## config.mk

```make
export PLATFORM = sky130hd
export DESIGN_NAME = bu_pipe
export DESIGN_NICKNAME = d
export VERILOG_FILES = /design/src/rtl/bu_pipe.sv
export SDC_FILE = /design/constraint.sdc
export NUM_CORES = 2
export LEC_CHECK = 0
export BUFFER_PORTS_ARGS = -buffer_cell sky130_fd_sc_hd__buf_2
export CORE_MARGIN = 2
export CORE_UTILIZATION = 50
export DETAILED_ROUTE_END_ITERATION = 12
export MAX_ROUTING_LAYER = met4
export PLACE_DENSITY = 0.66
export RECOVER_POWER = 25
export SLEW_MARGIN = 25
export SYNTH_ARGS = -nofsm -noshare
export SYNTH_HDL_FRONTEND = slang
export SYNTH_SLANG_ARGS = --single-unit
```

## constraint.sdc

```tcl
create_clock -name clk -period 17.72 [get_ports clk]
set_input_delay 1.772 -clock clk [delete_from_list [all_inputs] [get_ports clk]]
set_output_delay 1.772 -clock clk [all_outputs]
set_load 0.01 [all_outputs]
```

## src/rtl/bu_pipe.sv

```systemverilog
// Four-stage modular butterfly (CT forward / GS inverse) with valid/ready flow control.
// One global enable stalls every stage, bubbles included, whenever the output is held.
module bu_pipe #(
  parameter int unsigned WIDTH = 23,
  parameter int unsigned Q     = 8380417,
  parameter int unsigned TAG_W = 8
) (
  input  logic             clk,
  input  logic             rst,
  input  logic             in_valid,
  output logic             in_ready,
  input  logic             in_mode,
  input  logic [WIDTH-1:0] in_x,
  input  logic [WIDTH-1:0] in_y,
  input  logic [WIDTH-1:0] in_tf,
  input  logic [TAG_W-1:0] in_tag,
  output logic             out_valid,
  input  logic             out_ready,
  output logic [WIDTH-1:0] out_a,
  output logic [WIDTH-1:0] out_b,
  output logic [TAG_W-1:0] out_tag,
  output logic             out_mode,
  output logic             out_err
);
  localparam int STAGES = 4;
  localparam logic [WIDTH-1:0]   QW      = WIDTH'(Q);
  localparam logic [2*WIDTH:0]   POW2    = {1'b1, {(2*WIDTH){1'b0}}};
  localparam logic [2*WIDTH:0]   MU_FULL = POW2 / (2*WIDTH+1)'(Q);
  localparam logic [WIDTH:0]     MU      = (WIDTH+1)'(MU_FULL);

  typedef struct packed {
    logic             mode;
    logic             err;
    logic [TAG_W-1:0] tag;
  } side_t;

  // Out-of-range inputs are below 2Q, so one subtraction keeps every stage canonical.
  function automatic logic [WIDTH-1:0] canon(input logic [WIDTH-1:0] v);
    return (v >= QW) ? v - QW : v;
  endfunction

  function automatic logic [WIDTH-1:0] add_mod(input logic [WIDTH-1:0] a,
                                                input logic [WIDTH-1:0] b);
    logic [WIDTH:0] s;
    s = {1'b0, a} + {1'b0, b};
    if (s >= {1'b0, QW}) s = s - {1'b0, QW};
    return s[WIDTH-1:0];
  endfunction

  function automatic logic [WIDTH-1:0] sub_mod(input logic [WIDTH-1:0] a,
                                                input logic [WIDTH-1:0] b);
    return (a >= b) ? a - b : a + (QW - b);
  endfunction

  // Barrett: the quotient estimate is short by at most 2, so r < 3Q fits WIDTH+2 bits.
  function automatic logic [WIDTH-1:0] barrett(input logic [2*WIDTH-1:0] x);
    logic [WIDTH:0]     q1;
    logic [2*WIDTH+1:0] q2;
    logic [WIDTH:0]     q3;
    logic [2*WIDTH+1:0] qq;
    logic [WIDTH+1:0]   r;
    q1 = x[2*WIDTH-1:WIDTH-1];
    q2 = (2*WIDTH+2)'(q1) * (2*WIDTH+2)'(MU);
    q3 = (WIDTH+1)'(q2 >> (WIDTH+1));
    qq = (2*WIDTH+2)'(q3) * (2*WIDTH+2)'(QW);
    r  = (WIDTH+2)'((2*WIDTH+2)'(x) - qq);
    if (r >= {2'b00, QW}) r = r - {2'b00, QW};
    if (r >= {2'b00, QW}) r = r - {2'b00, QW};
    return r[WIDTH-1:0];
  endfunction

  logic [STAGES:1]          vld_pipe_q;
  side_t [STAGES:1]         sb_q;
  logic [WIDTH-1:0]         a1_q, m1_q, tf1_q, a2_q, a3_q, p3_q, outa_q, outb_q;
  logic [2*WIDTH-1:0]       prod2_q;

  side_t                    sb_d;
  logic [WIDTH-1:0]         xc, yc, a1_d, m1_d, p3_d, outa_d, outb_d;
  logic [2*WIDTH-1:0]       prod2_d;
  logic                     en;

  assign en       = !vld_pipe_q[STAGES] || out_ready;
  assign in_ready = en;

  always_comb begin
    xc       = canon(in_x);
    yc       = canon(in_y);
    sb_d     = '0;
    sb_d.mode = in_mode;
    sb_d.err  = (in_x >= QW) || (in_y >= QW) || (in_tf >= QW);
    sb_d.tag  = in_tag;
    a1_d     = in_mode ? add_mod(xc, yc) : xc;
    m1_d     = in_mode ? sub_mod(xc, yc) : yc;
    prod2_d  = (2*WIDTH)'(m1_q) * (2*WIDTH)'(tf1_q);
    p3_d     = barrett(prod2_q);
    outa_d   = sb_q[3].mode ? a3_q : add_mod(a3_q, p3_q);
    outb_d   = sb_q[3].mode ? p3_q : sub_mod(a3_q, p3_q);
  end

  always_ff @(posedge clk) begin
    if (rst) begin
      vld_pipe_q <= '0;
      sb_q       <= '0;
      a1_q       <= '0;
      m1_q       <= '0;
      tf1_q      <= '0;
      prod2_q    <= '0;
      a2_q       <= '0;
      a3_q       <= '0;
      p3_q       <= '0;
      outa_q     <= '0;
      outb_q     <= '0;
    end else if (en) begin
      vld_pipe_q <= {vld_pipe_q[STAGES-1:1], in_valid};
      sb_q       <= {sb_q[STAGES-1:1], sb_d};
      a1_q       <= a1_d;
      m1_q       <= m1_d;
      tf1_q      <= canon(in_tf);
      prod2_q    <= prod2_d;
      a2_q       <= a1_q;
      a3_q       <= a2_q;
      p3_q       <= p3_d;
      outa_q     <= outa_d;
      outb_q     <= outb_d;
    end
  end

  assign out_valid = vld_pipe_q[STAGES];
  assign out_a     = outa_q;
  assign out_b     = outb_q;
  assign out_tag   = sb_q[STAGES].tag;
  assign out_mode  = sb_q[STAGES].mode;
  assign out_err   = sb_q[STAGES].err;
endmodule

```

Word-level counts from Yosys, hierarchy flattened:

Cells that the tools add are included.

* shift-type cells: 0
* reduce and logical (&&, ||, !) cells: 4
* add/subtract/negate cells: 16
* bitwise operators: 0
* mux-type cells: 13
* equality and inequality tests: 0
* multiply operators: 3
* $lt $le $gt $ge: 9
* div/mod/pow operators: 0

Operators with widths (number)
* 2-to-1 mux 23 bit: 12
* subtractor 23 bit, second input constant: 6
* greater-or-equal comparator 23 bit, second input constant: 3
* greater-or-equal comparator 25 x 23 -> 1 bit, second input constant: 2
* adder 23 x 23 -> 24 bit: 2
* greater-or-equal comparator 24 x 23 -> 1 bit, second input constant: 2
* multiplier 24 x 24 -> 48 bit, second input constant: 1
* adder 23 bit: 2
* greater-or-equal comparator 23 bit: 2
* multiplier 23 x 23 -> 46 bit: 1
* subtractor 23 bit: 2
* subtractor 23 bit, first input constant: 2
* multiplier 24 x 23 -> 25 bit, second input constant: 1
* 2-to-1 mux 25 bit: 1
* subtractor 25 x 23 -> 25 bit, second input constant: 1
* subtractor 25 bit: 1
* logical OR 1 bit: 3
* logical NOT 1 bit: 1

* output and inout port bits: 58
* ROM bits: 0
* latch bits: 0
* register bits: 274
* bits in writable memories: 0
* logic and storage cells: 67
* memories: 0

Longest topological paths before layout:

* depth in word-level cells: 7
* mapped depth: 56
* gate-level depth less buffers: 54

Worst setup path after synthesis:

Ideal clock, no wire load.

* path kind: flip-flop to flip-flop
* from: reg prod2_q[40]
* to: reg p3_q[12]
* clock period less this slack: 11257 ps
* setup slack: 6463 ps
* data arrival time: 11133 ps
* required time: 17596 ps
* stages on the path, launching flop included: 43
* setup time: 124 ps
* buffers on the path: 1
* cell sequence: dfxtp_1 inv_1 fa_1 inv_1 ha_1 fa_1 ha_1 ha_1 nand4_1 nor3_1 o21ai_0 o211ai_1 a21oi_2 o21ai_0 a21oi_1 o21bai_1 xor2_1 inv_1 [7 not listed] fa_1 xnor2_1 xnor2_1 xnor2_1 nor2_1 a221oi_1 xnor2_1 xnor3_1 buf_2 nand2_2 nand2_1 o21ba_2 o41a_4 or3b_4 nor2b_4 and2_2 xor2_1 o21ai_1

* longest elaborated chain between the ends: 7
* elaborated cells between the ends (all ways): 9
* those cells by class: 3 x add/sub; 2 x mul; 2 x order compare; 2 x mux

RTL lines
* from (decl): line 75 `logic [2*WIDTH-1:0] prod2_q;`
* from (signal assigned): line 119 `prod2_q <= prod2_d;`
* multiplier 24 x 24 -> 48 bit (*): line 63 `q2 = (2*WIDTH+2)'(q1) * (2*WIDTH+2)'(MU);`
* multiplier 24 x 23 -> 25 bit (*): line 65 `qq = (2*WIDTH+2)'(q3) * (2*WIDTH+2)'(QW);`
* subtractor 25 bit (*): line 66 `r = (WIDTH+2)'((2*WIDTH+2)'(x) - qq);`
* subtractor 25 x 23 -> 25 bit or greater-or-equal comparator 25 x 23 -> 1 bit (tied branches): line 67 `if (r >= {2'b00, QW}) r = r - {2'b00, QW};`
* 2-to-1 mux 25 bit (*): line 67
* subtractor 23 bit or greater-or-equal comparator 25 x 23 -> 1 bit (tied branches): line 68 `if (r >= {2'b00, QW}) r = r - {2'b00, QW};`
* 2-to-1 mux 23 bit (*): line 68
* to (signal assigned): line 122 `p3_q <= p3_d;`
* to (decl): line 74 `logic [WIDTH-1:0] a1_q, m1_q, tf1_q, a2_q, a3_q, p3_q, outa_q, outb_q;`

Every way passes the cells marked *; elsewhere a longest branch is shown, timed or not.
A chain may end at the register's enable or synchronous reset.

Worst setup path after layout:

* from: reg prod2_q[40]
* to: reg p3_q[3]

The elaborated chain is that of the path after synthesis.

==> impl_metrics.json <==
{
  "status": "finished with violations",
  "violations": "capacitance limit, slew limit",
  "yosysTopAreaCell": "fa_1",
  "yosysSeqAreaShare_pct": 12.3,
  "clk_latency_ns": 0.58,
  "critPathSlowestCell": "and2_0",
  "die_h_um": 303,
  "synthArstFlopShare_pct": 0,
  "hpwl_um": 99000,
  "slew_headroom_pct": -322,
  "cts-resized-gates": 0,
  "required_ns": 18.20,
  "r2r-start": "prod2_q[40]",
  "place_congestion": 0.949,
  "ioPinCount": 140,
  "clock_skew_ns": 0.0338,
  "fp.dieW_um": 303,
  "max_freq_ghz": 0.0763,
  "drive_above_1_share_pct": 4.97,
  "htree_levels": 2,
  "nets": 6696,
  "wl_per_cell_um": 18.9,
  "fill_cells": 8610,
  "synth_cell_types": 99,
  "via_count": 36600,
  "worstPathMaxFanout": 14,
  "final.setup.tns_ns": 0,
  "grt_max_degree": 138,
  "avgSynthCellArea_um2": 8.16,
  "synth.area.top_cells": "fa_1 (25%), ha_1 (16%), dfxtp_1 (12%)",
  "cts_tree": "built",
  "cts_buffers": 34,
  "rows": 109,
  "syn_inst": 5471,
  "crit_end": "p3_q[3]",
  "cp-start-kind": "flip-flop",
  "rr_worst_depth": 41,
  "seqCellArea_um2": 5490,
  "clk_path_buf_depth": 3,
  "drc": 0,
  "rrSetupSlack_ns": 4.62,
  "ctsRootBufferMaster": "clkbuf_16",
  "syn2layout_area_growth_pct": 6.62,
  "min_period_ns": 13.10,
  "coreArea_um2": 88400,
  "synth-edff-count": 0,
  "crit_start": "prod2_q[40]",
  "first_pass_iters": 5,
  "fin_crit_sh_pct": 73.9,
  "via_per_inst": 5.49,
  "path_buf_inv": 4,
  "start_util_pct": 50.5,
  "routed_wl_um": 126000,
  "r2r_end": "p3_q[3]",
  "crit_type": "reg2reg",
  "yosys_warnings": 0,
  "numClockSinks": 274,
  "postCtsHoldBufs": 0,
  "grt_use_total_pct": 28.5,
  "synth_nets": 6699,
  "grt_pass1_vias": 36000,
  "ant_nets": 0,
  "cpMostUsedCell": "fa_1",
  "ys_dominant_reg_cell": "dfxtp_1",
  "die-area_um2": 91600,
  "path_delay_family": "adder cells",
  "synth_top_area_share_pct": 25.1,
  "worstPathArrival_ns": 13.59,
  "drv_cap": 1,
  "gr-total-overflow": 0,
  "dr.first_iter.drc_count": 2623,
  "portBuffers": 139,
  "multi_input_area_um2": 34900,
  "endpoint_kind": "flip-flop",
  "finalMaxSlewViolations": 145,
  "path_depth": 41,
  "synth-seq-cells": 274,
  "path_clk_slew_ns": 0.06,
  "grt_pass1_wl_um": 199000,
  "finalSetupViolCount": 0,
  "hold_ws_ns": 0.449,
  "hold_path.class": "reg2reg",
  "postCtsSetupBuffers": 0,
  "max_stage_delay_ns": 0.76,
  "rsz0062_at_grt": "no",
  "worstMarginPinSlew_ns": 6.32,
  "antenna_found_initial": 6,
  "syn-cell-area_um2": 44600,
  "hold_viol_final": 0
}
routing by layer:
metal / wire (um) / track usage [%] / up-vias
li1: - / - / 17500
met1: 56900 / 38.6 / 17800
met2: 57800 / 44.8 / 1069
met3: 7650 / 3.85 / 193
met4: 3500 / 7.53 / 0
met5: 0 / - / -
synthesized netlist by cell type (24+ instances only):
master,instances
a22oi_1,24
o211ai_1,35
clkbuf_1,222
nand3_1,50
nor2_1,254
ha_1,587
nor3_1,73
inv_1,888
nand2b_1,34
o21bai_1,45
xnor2_1,219
dfxtp_1,274
nor2b_1,24
xor2_1,102
a21oi_1,347
fa_1,559
a31oi_1,40
nand2_1,868
o21ai_0,183
a211oi_1,43
and2_1,191
and3_1,24
a21o_1,57
metrics by stage:
| step | cell area [um2] | std cells | util (%) | worst slack (ns) |
|---|---|---|---|---|
| after floorplan | 44600 | 5471 | - | 6.46 |
| after global placement | 46400 | 6595 | 52.5 | 4.89 |
| after detailed placement | 46400 | 6597 | 52.5 | 4.58 |
| after CTS | 47600 | 6658 | 53.9 | 4.52 |
| after global routing | 47600 | 6664 | 53.8 | 3.63 |
| final | 47600 | 6665 | 53.8 | 4.62 |
worst reg2reg max path: cells and delay by family (launching register included):
kind	cells	cell delay [ns]
fa+ha+maj	13	5.62
compound gates	10	2.59
xor+xnor	7	2.13
simple gates	7	1.73
buf+inv	4	0.48
flops	1	0.44
layout make-up:
| type | count | area share [%] |
|---|---|---|
| repair buffers | 204 | 2.47 |
| multi-input cells | 4060 | 73.3 |
| flip-flops and latches | 274 | 11.5 |
| inverters | 894 | 7.07 |
| well taps | 1165 | 3.06 |
| clock buffers | 43 | 1.92 |
| diodes | 7 | 0.0368 |
| clock inverters | 18 | 0.634 |
worst min path at each step:
stage	cells past startpoint	slack, ns	end	from
finish	2	0.45	out_b[7]	out_b[7]
global route	2	0.47	a3_q[12]	a2_q[12]
CTS	2	0.44	a3_q[12]	a2_q[12]
detailed placement	2	0.44	out_b[15]	out_b[15]
global placement	2	0.43	a1_q[1]	a1_q[1]
floorplan	2	0.42	a1_q[1]	a1_q[1]
cell families (layout without fill, tap and decap cells):
kind of cell,count (synthesis),count (layout),share of synthesized area [%]
AND/OR/NAND/NOR,1635,1635,16.5
other,0,7,0
multiplexers,22,22,0.494
adder cells (fa/ha/maj),1146,1146,41.5
XOR/XNOR,322,322,6.35
flip-flops,274,274,12.3
buffers and inverters,1137,1159,9.65
AO/OA/AOI/OAI,935,935,13.2
cell usage in the layout (no fill, tap or decap), types with 102 or more instances in the layout:
cell and instances:
fa_1 559, ha_1 587, xor2_1 102, and2_1 191, inv_1 888, dfxtp_1 273, nor2_1 253, a21oi_1 346
nand2_1 868, o21ai_0 183, xnor2_1 219
flip-flops by register name, indices dropped and copies added, names as in the netlist:
register    cells
a1_q           23
p3_q           23
prod2_q        46
a3_q           23
out_a          23
sb_q           30
vld_pipe_q      4
out_tag         8
a2_q           23
out_b          23
m1_q           23
tf1_q          23
out_mode        1
out_err         1
Power is not shown: default switching activity piles up to over one toggle a cycle in this logic, so the estimate is an artifact.
